File: src/rtl/noise_table_ctrl_pkg.sv
// Shared constants and state encoding for the CDF noise-table sequencer.
package noise_ctrl_pkg;
    localparam int N_ENTRIES   = 128;
    localparam int DATA_W      = 64;
    localparam int N_BANKS     = 4;
    localparam int BANK_W      = $clog2(N_BANKS);
    localparam int GEN_RST_CYC = 2;
    localparam int PAD_MAX     = 8;
    localparam int CNT_W       = 32;
    localparam int ENT_W       = 7;
    localparam int LOC_W       = 8;
    localparam int ADDR_W      = BANK_W + ENT_W;

    typedef enum logic [2:0] {IDLE, GRST, LOAD, PAD, RUN, DONE, ERR} state_e;
endpackage

File: src/rtl/noise_table_ctrl_if.sv
// ROM read port plus noise-generator control/load port, seen from the sequencer (master).
interface noise_table_ctrl_if;
    import noise_ctrl_pkg::*;

    logic [ADDR_W-1:0] rom_addr;
    logic              rom_rd;
    logic [DATA_W-1:0] rom_data;
    logic              gen_rstn;
    logic              gen_load_mem;
    logic [LOC_W-1:0]  gen_location;
    logic [DATA_W-1:0] gen_mem_data;
    logic              gen_done_wait;
    logic              gen_en;
    logic              gen_valid;

    modport master (
        output rom_addr, rom_rd, gen_rstn, gen_load_mem, gen_location, gen_mem_data, gen_en,
        input  rom_data, gen_done_wait, gen_valid
    );
    modport slave (
        input  rom_addr, rom_rd, gen_rstn, gen_load_mem, gen_location, gen_mem_data, gen_en,
        output rom_data, gen_done_wait, gen_valid
    );
endinterface

File: src/rtl/noise_table_ctrl.sv
// Sequencer: resets the noise generator, streams one CDF bank from ROM, then runs it for N samples.
module noise_table_ctrl
    import noise_ctrl_pkg::*;
(
    input  logic              clk,
    input  logic              rst,
    input  logic              start,
    input  logic [BANK_W-1:0] bank_sel,
    input  logic [CNT_W-1:0]  sample_target,
    input  logic              stop,
    input  logic              pause,
    output logic              busy,
    output logic              done,
    output logic              err,
    output logic [CNT_W-1:0]  samples,
    noise_table_ctrl_if.master gen
);

    state_e            state, state_n;
    logic [BANK_W-1:0] bank_q, bank_n;
    logic [CNT_W-1:0]  target_q, target_n;
    logic [3:0]        wcnt, wcnt_n;
    logic [7:0]        rd_cnt, rd_cnt_n;
    logic              rd_d, rd_d_n;
    logic [ENT_W-1:0]  loc_d, loc_d_n;

    logic [ADDR_W-1:0] rom_addr_n;
    logic              rom_rd_n, rstn_n, ld_n, en_n, busy_n, done_n, err_n;
    logic [LOC_W-1:0]  loc_n;
    logic [DATA_W-1:0] data_n;
    logic [CNT_W-1:0]  samples_n, sample_inc;

    always_comb begin
        state_n    = state;
        bank_n     = bank_q;
        target_n   = target_q;
        wcnt_n     = wcnt;
        rd_cnt_n   = rd_cnt;
        // ROM data lags the read strobe by one cycle; carry the strobe and index alongside it
        rd_d_n     = gen.rom_rd;
        loc_d_n    = gen.rom_addr[ENT_W-1:0];
        rom_rd_n   = 1'b0;
        rom_addr_n = gen.rom_addr;
        rstn_n     = gen.gen_rstn;
        ld_n       = 1'b0;
        loc_n      = gen.gen_location;
        data_n     = gen.gen_mem_data;
        en_n       = 1'b0;
        done_n     = done;
        err_n      = err;
        samples_n  = samples;
        sample_inc = (samples == '1) ? samples : samples + CNT_W'(1);

        unique case (state)
            IDLE, DONE, ERR: begin
                if (start) begin
                    state_n   = GRST;
                    bank_n    = bank_sel;
                    target_n  = sample_target;
                    wcnt_n    = '0;
                    samples_n = '0;
                    done_n    = 1'b0;
                    err_n     = 1'b0;
                    rstn_n    = 1'b0;
                end
            end
            GRST: begin
                rstn_n = 1'b0;
                wcnt_n = wcnt + 4'd1;
                if (wcnt == 4'(GEN_RST_CYC - 1)) begin
                    state_n    = LOAD;
                    rstn_n     = 1'b1;
                    rom_rd_n   = 1'b1;
                    rom_addr_n = {bank_q, ENT_W'(0)};
                    rd_cnt_n   = 8'd1;
                end
            end
            LOAD: begin
                if (rd_cnt < 8'(N_ENTRIES)) begin
                    rom_rd_n   = 1'b1;
                    rom_addr_n = {bank_q, rd_cnt[ENT_W-1:0]};
                    rd_cnt_n   = rd_cnt + 8'd1;
                end
                if (rd_d) begin
                    ld_n   = 1'b1;
                    loc_n  = {1'b0, loc_d};
                    data_n = gen.rom_data;
                end
                // last entry is on the bus: keep strobing it until the generator acknowledges
                if (gen.gen_load_mem && gen.gen_location == LOC_W'(N_ENTRIES - 1)) begin
                    state_n = PAD;
                    ld_n    = 1'b1;
                    wcnt_n  = '0;
                end
            end
            PAD: begin
                ld_n   = 1'b1;
                wcnt_n = wcnt + 4'd1;
                if (gen.gen_done_wait) begin
                    state_n = RUN;
                    ld_n    = 1'b0;
                    en_n    = !pause;
                end else if (wcnt == 4'(PAD_MAX - 1)) begin
                    state_n = ERR;
                    ld_n    = 1'b0;
                    err_n   = 1'b1;
                end
            end
            RUN: begin
                en_n = !pause;
                if (gen.gen_valid) samples_n = sample_inc;
                if (stop || (target_q != '0 && gen.gen_valid && sample_inc == target_q)) begin
                    state_n = DONE;
                    en_n    = 1'b0;
                    done_n  = 1'b1;
                end
            end
            default: state_n = IDLE;
        endcase

        busy_n = state_n inside {GRST, LOAD, PAD, RUN};
    end

    always_ff @(posedge clk) begin
        if (rst) begin
            state            <= IDLE;
            bank_q           <= '0;
            target_q         <= '0;
            wcnt             <= '0;
            rd_cnt           <= '0;
            rd_d             <= 1'b0;
            loc_d            <= '0;
            gen.rom_rd       <= 1'b0;
            gen.rom_addr     <= '0;
            gen.gen_rstn     <= 1'b0;
            gen.gen_load_mem <= 1'b0;
            gen.gen_location <= '0;
            gen.gen_mem_data <= '0;
            gen.gen_en       <= 1'b0;
            busy             <= 1'b0;
            done             <= 1'b0;
            err              <= 1'b0;
            samples          <= '0;
        end else begin
            state            <= state_n;
            bank_q           <= bank_n;
            target_q         <= target_n;
            wcnt             <= wcnt_n;
            rd_cnt           <= rd_cnt_n;
            rd_d             <= rd_d_n;
            loc_d            <= loc_d_n;
            gen.rom_rd       <= rom_rd_n;
            gen.rom_addr     <= rom_addr_n;
            gen.gen_rstn     <= rstn_n;
            gen.gen_load_mem <= ld_n;
            gen.gen_location <= loc_n;
            gen.gen_mem_data <= data_n;
            gen.gen_en       <= en_n;
            busy             <= busy_n;
            done             <= done_n;
            err              <= err_n;
            samples          <= samples_n;
        end
    end

endmodule

File: src/flat_wrapper.sv
// flat-port wrapper written by rule: the top's interface ports become plain ports
module noise_table_ctrl_flat import noise_ctrl_pkg::*;
  (clk, rst, start, bank_sel, sample_target, stop, pause, busy, done, err, samples, gen_rom_addr, gen_rom_rd, gen_gen_rstn, gen_gen_load_mem, gen_gen_location, gen_gen_mem_data, gen_gen_en, gen_rom_data, gen_gen_done_wait, gen_gen_valid);
  noise_table_ctrl_if gen_i ();
  input  logic clk;
  input  logic rst;
  input  logic start;
  input  logic [BANK_W-1:0] bank_sel;
  input  logic [CNT_W-1:0] sample_target;
  input  logic stop;
  input  logic pause;
  output logic busy;
  output logic done;
  output logic err;
  output logic [CNT_W-1:0] samples;
  output wire logic [$bits(gen_i.rom_addr)-1:0] gen_rom_addr;
  output wire logic [$bits(gen_i.rom_rd)-1:0] gen_rom_rd;
  output wire logic [$bits(gen_i.gen_rstn)-1:0] gen_gen_rstn;
  output wire logic [$bits(gen_i.gen_load_mem)-1:0] gen_gen_load_mem;
  output wire logic [$bits(gen_i.gen_location)-1:0] gen_gen_location;
  output wire logic [$bits(gen_i.gen_mem_data)-1:0] gen_gen_mem_data;
  output wire logic [$bits(gen_i.gen_en)-1:0] gen_gen_en;
  input wire logic [$bits(gen_i.rom_data)-1:0] gen_rom_data;
  input wire logic [$bits(gen_i.gen_done_wait)-1:0] gen_gen_done_wait;
  input wire logic [$bits(gen_i.gen_valid)-1:0] gen_gen_valid;
  assign gen_rom_addr = gen_i.rom_addr;
  assign gen_rom_rd = gen_i.rom_rd;
  assign gen_gen_rstn = gen_i.gen_rstn;
  assign gen_gen_load_mem = gen_i.gen_load_mem;
  assign gen_gen_location = gen_i.gen_location;
  assign gen_gen_mem_data = gen_i.gen_mem_data;
  assign gen_gen_en = gen_i.gen_en;
  assign gen_i.rom_data = gen_rom_data;
  assign gen_i.gen_done_wait = gen_gen_done_wait;
  assign gen_i.gen_valid = gen_gen_valid;
  noise_table_ctrl u_core (.clk(clk), .rst(rst), .start(start), .bank_sel(bank_sel), .sample_target(sample_target), .stop(stop), .pause(pause), .busy(busy), .done(done), .err(err), .samples(samples), .gen(gen_i));
endmodule
File: config.mk
export PLATFORM = sky130hd
export DESIGN_NAME = noise_table_ctrl_flat
export DESIGN_NICKNAME = d
export VERILOG_FILES = /design/src/rtl/noise_table_ctrl_pkg.sv /design/src/rtl/noise_table_ctrl_if.sv /design/src/rtl/noise_table_ctrl.sv /design/src/flat_wrapper.sv
export SDC_FILE = /design/constraint.sdc
export NUM_CORES = 1
export LEC_CHECK = 0
export BUFFER_PORTS_ARGS = -buffer_cell sky130_fd_sc_hd__buf_2
export CELL_PAD_IN_SITES_DETAIL_PLACEMENT = 1
export CELL_PAD_IN_SITES_GLOBAL_PLACEMENT = 2
export CORE_MARGIN = 8
export CORE_UTILIZATION = 27
export DETAILED_ROUTE_END_ITERATION = 6
export PLACE_DENSITY = 0.79
export SYNTH_ARGS = -nofsm -noshare
export SYNTH_HDL_FRONTEND = slang
export SYNTH_SLANG_ARGS = --single-unit
export TNS_END_PERCENT = 20
File: constraint.sdc
create_clock -name clk -period 3 [get_ports clk]
set_input_delay 0.6 -clock clk [delete_from_list [all_inputs] [get_ports clk]]
set_output_delay 0.6 -clock clk [all_outputs]
set_load 0.01 [all_outputs]
---- After elaboration in Yosys (flattened, before gate mapping) ----
Index checks and enable logic that the tools add are counted.
word-level totals
  register bits after elaboration ......... 176
  input bits .............................. 105
operators by class
  muxes and demuxes ....................... 38
  magnitude comparators ................... 1
  add/sub/neg operators ................... 3
  reductions and logical operators ........ 23
  equal/unequal tests ..................... 23
operators with widths
  operator                                                                  count
  32-bit 2-to-1 mux                                                         3
  32-bit one-hot mux with 2 select lines                                    1
  32-bit by 1-bit adder with 32-bit output (second input constant)          1
  32-bit == test                                                            1
  32-bit == test (second input constant)                                    1
  32-bit nonzero test                                                       1
  3-bit 2-to-1 mux                                                          6
  9-bit 2-to-1 mux                                                          2
  9-bit one-hot mux with 2 select lines                                     1
  8-bit 2-to-1 mux                                                          2
  8-bit one-hot mux with 2 select lines                                     1
  3-bit one-hot mux with 5 select lines                                     1
  3-bit by 2-bit == test with 1-bit output (second input constant)          4
  3-bit == test (second input constant)                                     4
  1-bit 2-to-1 mux                                                          12
  1-bit one-hot mux with 2 select lines                                     6
  4-bit one-hot mux with 3 select lines                                     1
  3-bit AND reduction                                                       4
  2-bit by 1-bit inequality test with 1-bit output (second input constant)  5
  8-bit by 1-bit adder with 8-bit output (second input constant)            1
  8-bit less-than comparator (second input constant)                        1
  4-bit 2-to-1 mux                                                          2
  2-bit nonzero test                                                        4
  7-bit == test (second input constant)                                     1
  15 further kinds                                                          22

---- Logic depth before layout (Yosys ltp) ----
Gate-level depths: netlist of the first run.
  depth after elaboration ................. 9
  mapped depth ............................ 12

---- Worst setup path after synthesis of the first run ----
No wires, ideal clock.
  kind .................................... register -> register
  start point ............................. register u_core.samples[0]
  end point ............................... register u_core.done
  setup time .............................. 0.080 ns
  cell stages (with the launch flop) ...... 12
  path buffers ............................ 1
  arrival time ............................ 2.985 ns
  path slack .............................. -0.065 ns
  cell sequence ........................... dfxtp_1 -> ha_1 -> buf_2 -> and4_4 -> nand3_4 -> a2111oi_0 -> xnor2_1 -> nand3_1 -> nor4_1 -> nand4_1 -> or3_4 -> a211oi_2
on the way
  longest elaborated chain between the ends .. 7
  elaborated cells between the ends (all ways) .. 8
  classes of those cells .................. add/sub: 1; eq/ne: 3; mux: 1; reduce/logical: 3
RTL lines
  item                                                                               line                     source
  start, declared                                                                    noise_table_ctrl.sv:15   output logic [CNT_W-1:0] samples,
  start signal, assigned                                                             noise_table_ctrl.sv:162  samples <= samples_n;
  32-bit by 1-bit adder with 32-bit output / 32-bit == test (equally long branches)  noise_table_ctrl.sv:52   sample_inc = (samples == '1) ? samples : samples + CNT_W'(1);
  32-bit 2-to-1 mux (*)                                                              noise_table_ctrl.sv:52
  32-bit == test (*)                                                                 noise_table_ctrl.sv:112  if (stop || (target_q != '0 && gen.gen_valid && sample_inc == target_q)) begin
  1-bit logical AND (*)                                                              noise_table_ctrl.sv:112
  1-bit logical OR (*)                                                               noise_table_ctrl.sv:112
  2-bit by 1-bit inequality test with 1-bit output (no source line) (*)              -
  3-bit AND reduction (no source line) (*)                                           -
  end signal, assigned                                                               noise_table_ctrl.sv:160  done <= done_n;
  end, declared                                                                      noise_table_ctrl.sv:13   output logic done,
Mark *: on every way between the ends. The rest lies on a longest branch, timed or not.
A chain may end at the register's enable or synchronous reset.

---- Worst setup path after layout of the first run ----
Ends and elaborated chain as after synthesis.

==> results of run 1 <==
-- sequential cells by signal (all words and copies together) (netlist names) --
signal	cells
u_core.loc_d	7
u_core.err	1
u_core.done	1
u_core.gen.gen_en	1
u_core.rd_d	1
u_core.gen.gen_mem_data	64
u_core.gen.rom_addr	9
u_core.gen.rom_rd	1
u_core.samples	32
u_core.rd_cnt	8
u_core.gen.gen_load_mem	1
u_core.gen.gen_location	7
u_core.wcnt	4
u_core.state	3
u_core.busy	1
u_core.gen.gen_rstn	1
u_core.bank_q	2
u_core.target_q	32
-- worst max path at each step --
stage	from	depth (start not counted)	slack, ns	end
global placement	u_core.samples[15]	10	-0.19	u_core.done
global route	u_core.samples[20]	10	-0.07	u_core.done
CTS	u_core.samples[1]	10	-0.03	u_core.done
floorplan	u_core.samples[15]	11	0.04	u_core.done
finish	u_core.samples[0]	10	-0.002	u_core.done
detailed placement	u_core.samples[15]	10	-0.19	u_core.done
-- where the power goes --
group	total [mW]	switching, mW	internal, mW
sequential	2.42	0.0485	2.37
clock	2.28	1.09	1.19
combinational	0.449	0.275	0.173
total	5.14	1.41	3.73
-- cell type report --
type / count / area, um2
fill: 3841 / 19700
multi-input combinational: 836 / 4770
sequential: 176 / 3560
timing repair buffer: 366 / 2280
tap: 402 / 503
clock buffer: 17 / 425
clock inverter: 15 / 169
inverter: 8 / 30.0
-- metrics by stage --
stage / setup slack [ns] / area, um2 / TNS [ns]
2_1_floorplan: 0.0400 / 8560 / 0
3_3_place_gp: -0.194 / 10900 / -0.524
3_5_place_dp: -0.189 / 10900 / -0.474
4_1_cts: -0.0256 / 11500 / -0.0457
5_1_grt: -0.0726 / 11700 / -0.193
6_report: -0.00179 / 11700 / -0.00179
-- critical path, delay by kind of cell, from the launching register on --
family / cells / cell delay, ns
AO/OA/AOI/OAI: 2 / 0.43
buffers and inverters: 1 / 0.11
AND/OR/NAND/NOR: 7 / 2.03
flip-flops: 1 / 0.37
-- kinds of logic (layout without fill, tap and decap cells) --
kind of cell               count (synthesis)  in the layout
adders and majority gates                  4              4
buffers and inverters                     88            406
xor gates and xnor gates                  44             44
AOI/OAI and AO/OA                        272            272
muxes                                      2              2
and+or+nand+nor                          513            513
DFF                                      176            176
other                                      1              1
-- metal layers --
metal  GRT usage (%)  wire length, um
met5               0                0
met2            31.7            17400
met4            6.76              898
met3            4.58             2330
met1            23.4            16200
-- cell usage in the layout, fill, tap and decap left out, drive strengths merged, types with 12 or more instances in the layout --
cell and count:
buf 366, nand2 265, dfxtp 176, a21oi 164, nor2 68, o21ai 33
nand4 32, xnor2 28, nand3 27, nor3 22, nor4 22, clkbuf 17
xor2 16, inv 15, a31oi 14, and3 14, nor2b 12
-- repair_timing --
item	4_1_cts	5_1_grt
resized for setup	16	34
pin swaps	11	18
setup endpoints to repair	4	4
setup buffers	2	8
==> reports/results.ini, run 1 <==
[logic_synthesis]
synth_compound_area_share_pct=19.0
synth_simple_gate_area_share_pct=29.9
muxShareOfSynthArea_pct=0.234
synth_cell_type_count=76
synthesis.area_um2=8560
synth_seq_area_share_pct=41.2
synth_top_area_share_pct=41.2
synth_edf_count=0
synthTopCellsByCount=264 x nand2_1, 176 x dfxtp_1, 164 x a21oi_1
synthDominantAreaCellType=dfxtp_1
synth_xor_area_share_pct=4.50
syn_inst=1100
yosysMostFrequentCell=nand2_1
syn_area_per_cell_um2=7.78
yosysWarnings=0
synth_top_family_by_area=simple AND/OR/NAND/NOR gates
syn_nets=1209
ys_seq_elements=176
ys_async_sr_fraction_pct=0
synth_top_flop_cell=dfxtp_1
synthAdderAreaFrac_pct=0.585
synth_area_leaders=dfxtp_1 41%, nand2_1 12%, a21oi_1 9.6%

[critical_path]
ff2ff_setup_slack_ns=-0.002
cp-end-kind=register
worst-r2r-cell-count=10
r2r_end=u_core.done
required_ns=3.37
max_stage_delay_ns=0.49
worstPathMaxFanout=5
regToRegStartpoint=u_core.samples[0]
start_kind=register
crit_chain=buf_8 > nand4_1 > nor3_4 > nand2_1 > o211a_1 > or4_4 > nor4_2 > nand4_1 > or3_4 > a211oi_2
cp.arrival_ns=3.37
crit_top_cell=nand4_1
cp_slowest_cell=or4_4
critPathKind=register to register

[clock_tree]
cts_tree=done
htreeDepth=4
cts_made_buffers=17
ctsRootBufferMaster=clkbuf_16
cts_sinks=176
postCtsHoldBufs=0
path_clk_slew_ns=0.07
clock_latency_ns=0.45
cts.path.max_buffers=2

[drt]
drcViolationCount=0
ant_nets=0
dr.pass1.iters=7
vias=9231
via_per_inst=5.07
routedWlPerCell_um=20.2
routed_wl_um=36800
drt_iter0_drc=480

[pwr]
leakage_nw=4.90
power_density_nw_per_um2=438
finalPower_mw=5.14
irDropWorstVdd_v=0.000369

[floorplan]
num_io_pins=225
rows=65
die_h_um=194
start_util_pct=27.3
core_area_um2=31400
dieWidth_um=194
die-area_um2=37600

[finish]
drive_gt1_share_pct=33.1
nets=1514
antenna_cells=0
instances_no_fill=1820
fin_util_pct=37.4
syn2layout_area_growth_pct=37.1

[sta]
drv_slew=0
layout_worst_path_cycle_share_pct=100
period_minus_slack_ns=3.00
hold_slack_ns=0.384
tightest_slew_ns=0.654
hold_violations=0
rsz0062_at_grt=true
clock_skew_ns=0.00738
worst_slack_ns=-0.00179
setup-violations-final=1
fmax_ghz=0.333
slew_headroom_pct=56.4

[placed_design]
gp_congestion=0.953
hpwlAfterDp_um=28100
dpl.cell_count=1778
port_buffers=223

[outcome]
status=finished with violations
violations=setup timing

[global_routing]
grt_max_degree=77
grt_pass1_vias=9377
grt_use_total_pct=19.0
grt_first_pass_wirelength_um=56100
grt_antenna_before_repair=0
overflow=0

[min_path]
hp-start=sample_target[17]
hp-class=primary input to register
min_to=u_core.target_q[17]
hold_depth=3

[job]
cap_violations=0

Note: power is estimated with default switching activity, not from simulation.
==> inputs of run 2 (changes only) <==
--- a/config.mk
+++ b/config.mk
@@ -8,10 +8,12 @@
 export BUFFER_PORTS_ARGS = -buffer_cell sky130_fd_sc_hd__buf_2
 export CELL_PAD_IN_SITES_DETAIL_PLACEMENT = 1
 export CELL_PAD_IN_SITES_GLOBAL_PLACEMENT = 2
-export CORE_MARGIN = 8
+export CORE_MARGIN = 2
 export CORE_UTILIZATION = 27
 export DETAILED_ROUTE_END_ITERATION = 6
 export PLACE_DENSITY = 0.79
+export REMOVE_ABC_BUFFERS = 1
+export SKIP_LAST_GASP = 1
 export SYNTH_ARGS = -nofsm -noshare
 export SYNTH_HDL_FRONTEND = slang
 export SYNTH_SLANG_ARGS = --single-unit
==> reports/results.ini, run 2 (same netlist as run 1, synthesis figures left out) <==
[outcome]
status=finished with violations
violations=setup timing

[sta]
fin_setup_tns_ns=-0.139
rsz0062_at_grt=true
hold_slack_ns=0.385
tightest_slew_ns=0.793
fmax_ghz=0.326
layout_worst_path_cycle_share_pct=102
period_minus_slack_ns=3.06
hold_violations=0
clock_skew_ns=0.00818
setup-violations-final=3
worst_slack_ns=-0.0641
drv_slew=0
slew_headroom_pct=47.1

[pwr]
power_frac_comb_pct=8.8
irDropWorstVdd_v=0.000402
p_clk_share_pct=43.9
finalPower_mw=5.14
p_seq_share_pct=47.2
switching_share_pct=27.2
switching_power_mw=1.40
leakage_nw=4.84
power_density_nw_per_um2=441
p_int_mw=3.74

[placed_design]
gp_congestion=0.967
port_buffers=223
post_dp_cell_area_um2=10800
pre_cts_ws_ns=-0.164
hpwlAfterDp_um=26800
dpl.cell_count=1776

[floorplan]
core_area_um2=31400
die_h_um=182
dieWidth_um=182
rows=65
die-area_um2=33100
num_io_pins=225
start_util_pct=27.3

[global_routing]
grt_first_pass_wirelength_um=55000
grt_antenna_before_repair=2
overflow=0
grt_max_degree=73
grt_use_total_pct=21.3
grt_pass1_vias=9315

[critical_path]
cp.arrival_ns=3.40
crit_chain=ha_4 > buf_6 > and4_4 > nand3_4 > buf_4 > o31ai_1 > a21oi_1 > a2111o_1 > a211oi_2 > nand4_1 > or3_4 > and3_4
crit_family=simple AND/OR/NAND/NOR gates
max_stage_delay_ns=0.44
critPathKind=register to register
crit_buf_inv=2
start_kind=register
cp_slowest_cell=or3_4
cp-end-kind=register
worstPathMaxFanout=5
required_ns=3.34
ff2ff_setup_slack_ns=-0.06

[finish]
layout_commonest_cell=nand2_1
fin_util_pct=37.1
final_cell_mix=260 x nand2_1, 222 x buf_2, 167 x dfxtp_1
largest_reg_flops=64
nets=1513
fill_cells=3874
multiInputGateArea_um2=4760
regArea_um2=3540
drive_gt1_share_pct=32.3
syn2layout_area_growth_pct=36.0
regMostFlops=u_core.gen.gen_mem_data
fin_area_um2=11600
reg_top3=u_core.gen.gen_mem_data x64, u_core.samples x32, u_core.target_q x32
instances_no_fill=1821

[drt]
routed_wl_um=35700
via_per_inst=5.11
dr.pass1.iters=5
vias=9300
drt_iter0_drc=520
routedWlPerCell_um=19.6
drcViolationCount=0
ant_nets=0

[job]
cap_violations=0

[clock_tree]
ctsRootBufferMaster=clkbuf_16
clock_latency_ns=0.45
cts_made_buffers=17
postCtsHoldBufs=0
path_clk_slew_ns=0.07
cts_sinks=176
cts.path.max_buffers=2
htreeDepth=4
cts_tree=done

[min_path]
hp-class=primary input to register

run 2: changes by cell type in the layout (fill, tap and decap cells not counted), sizes merged:
| cell | previous run | this run |
|---|---|---|
| buf | 366 | 365 |
| clkbuf | 17 | 19 |
| diode | 0 | 2 |
| inv | 15 | 13 |
run 2: power groups by stage:
stage / registers [mW] / clock network, mW / logic [mW]
floorplan: 2.46 / 0 / 0.196
global placement: 2.48 / 0 / 0.442
detailed placement: 2.48 / 0 / 0.446
CTS: 2.43 / 2.32 / 0.452
global route: 2.43 / 2.42 / 0.505
finish: 2.43 / 2.26 / 0.453
run 2: per-layer routing:
metal | GRT usage [%] | wire length, um
met5 | 0 | 0
met4 | 7.74 | 1020
met3 | 3.79 | 1640
met2 | 34.7 | 16900
met1 | 28.4 | 16100
run 2: layout make-up:
cell class	instances	area share, %
clock inverters	13	1.13
multi-input cells	836	40.9
flip-flops and latches	176	30.4
clock buffers	19	3.80
repair buffers	365	19.2
diodes	2	0.0430
well taps	402	4.32
inverters	8	0.258
run 2: worst min-delay path, stage by stage:
cell and delay, ns:
buf_2 0.10, nand2_1 0.04, a21oi_1 0.05
run 2: worst paths after layout:
| kind | startpoint | to | cells past startpoint |
|---|---|---|---|
| worst max register to register | u_core.samples[0] | u_core.gen.gen_en | 12 |
| worst min register to register | u_core.loc_d[1] | u_core.gen.gen_location[1] | 2 |
| worst max-delay path | u_core.samples[0] | u_core.gen.gen_en | 12 |
| worst min-delay path | gen_rom_data[45] | u_core.gen.gen_mem_data[45] | 3 |
run 2: repair_timing:
action	in CTS	in global routing
pin swaps	13	19
gates resized for setup	22	18
setup endpoints to repair	4	4
cloned	0	0
setup buffers	9	3
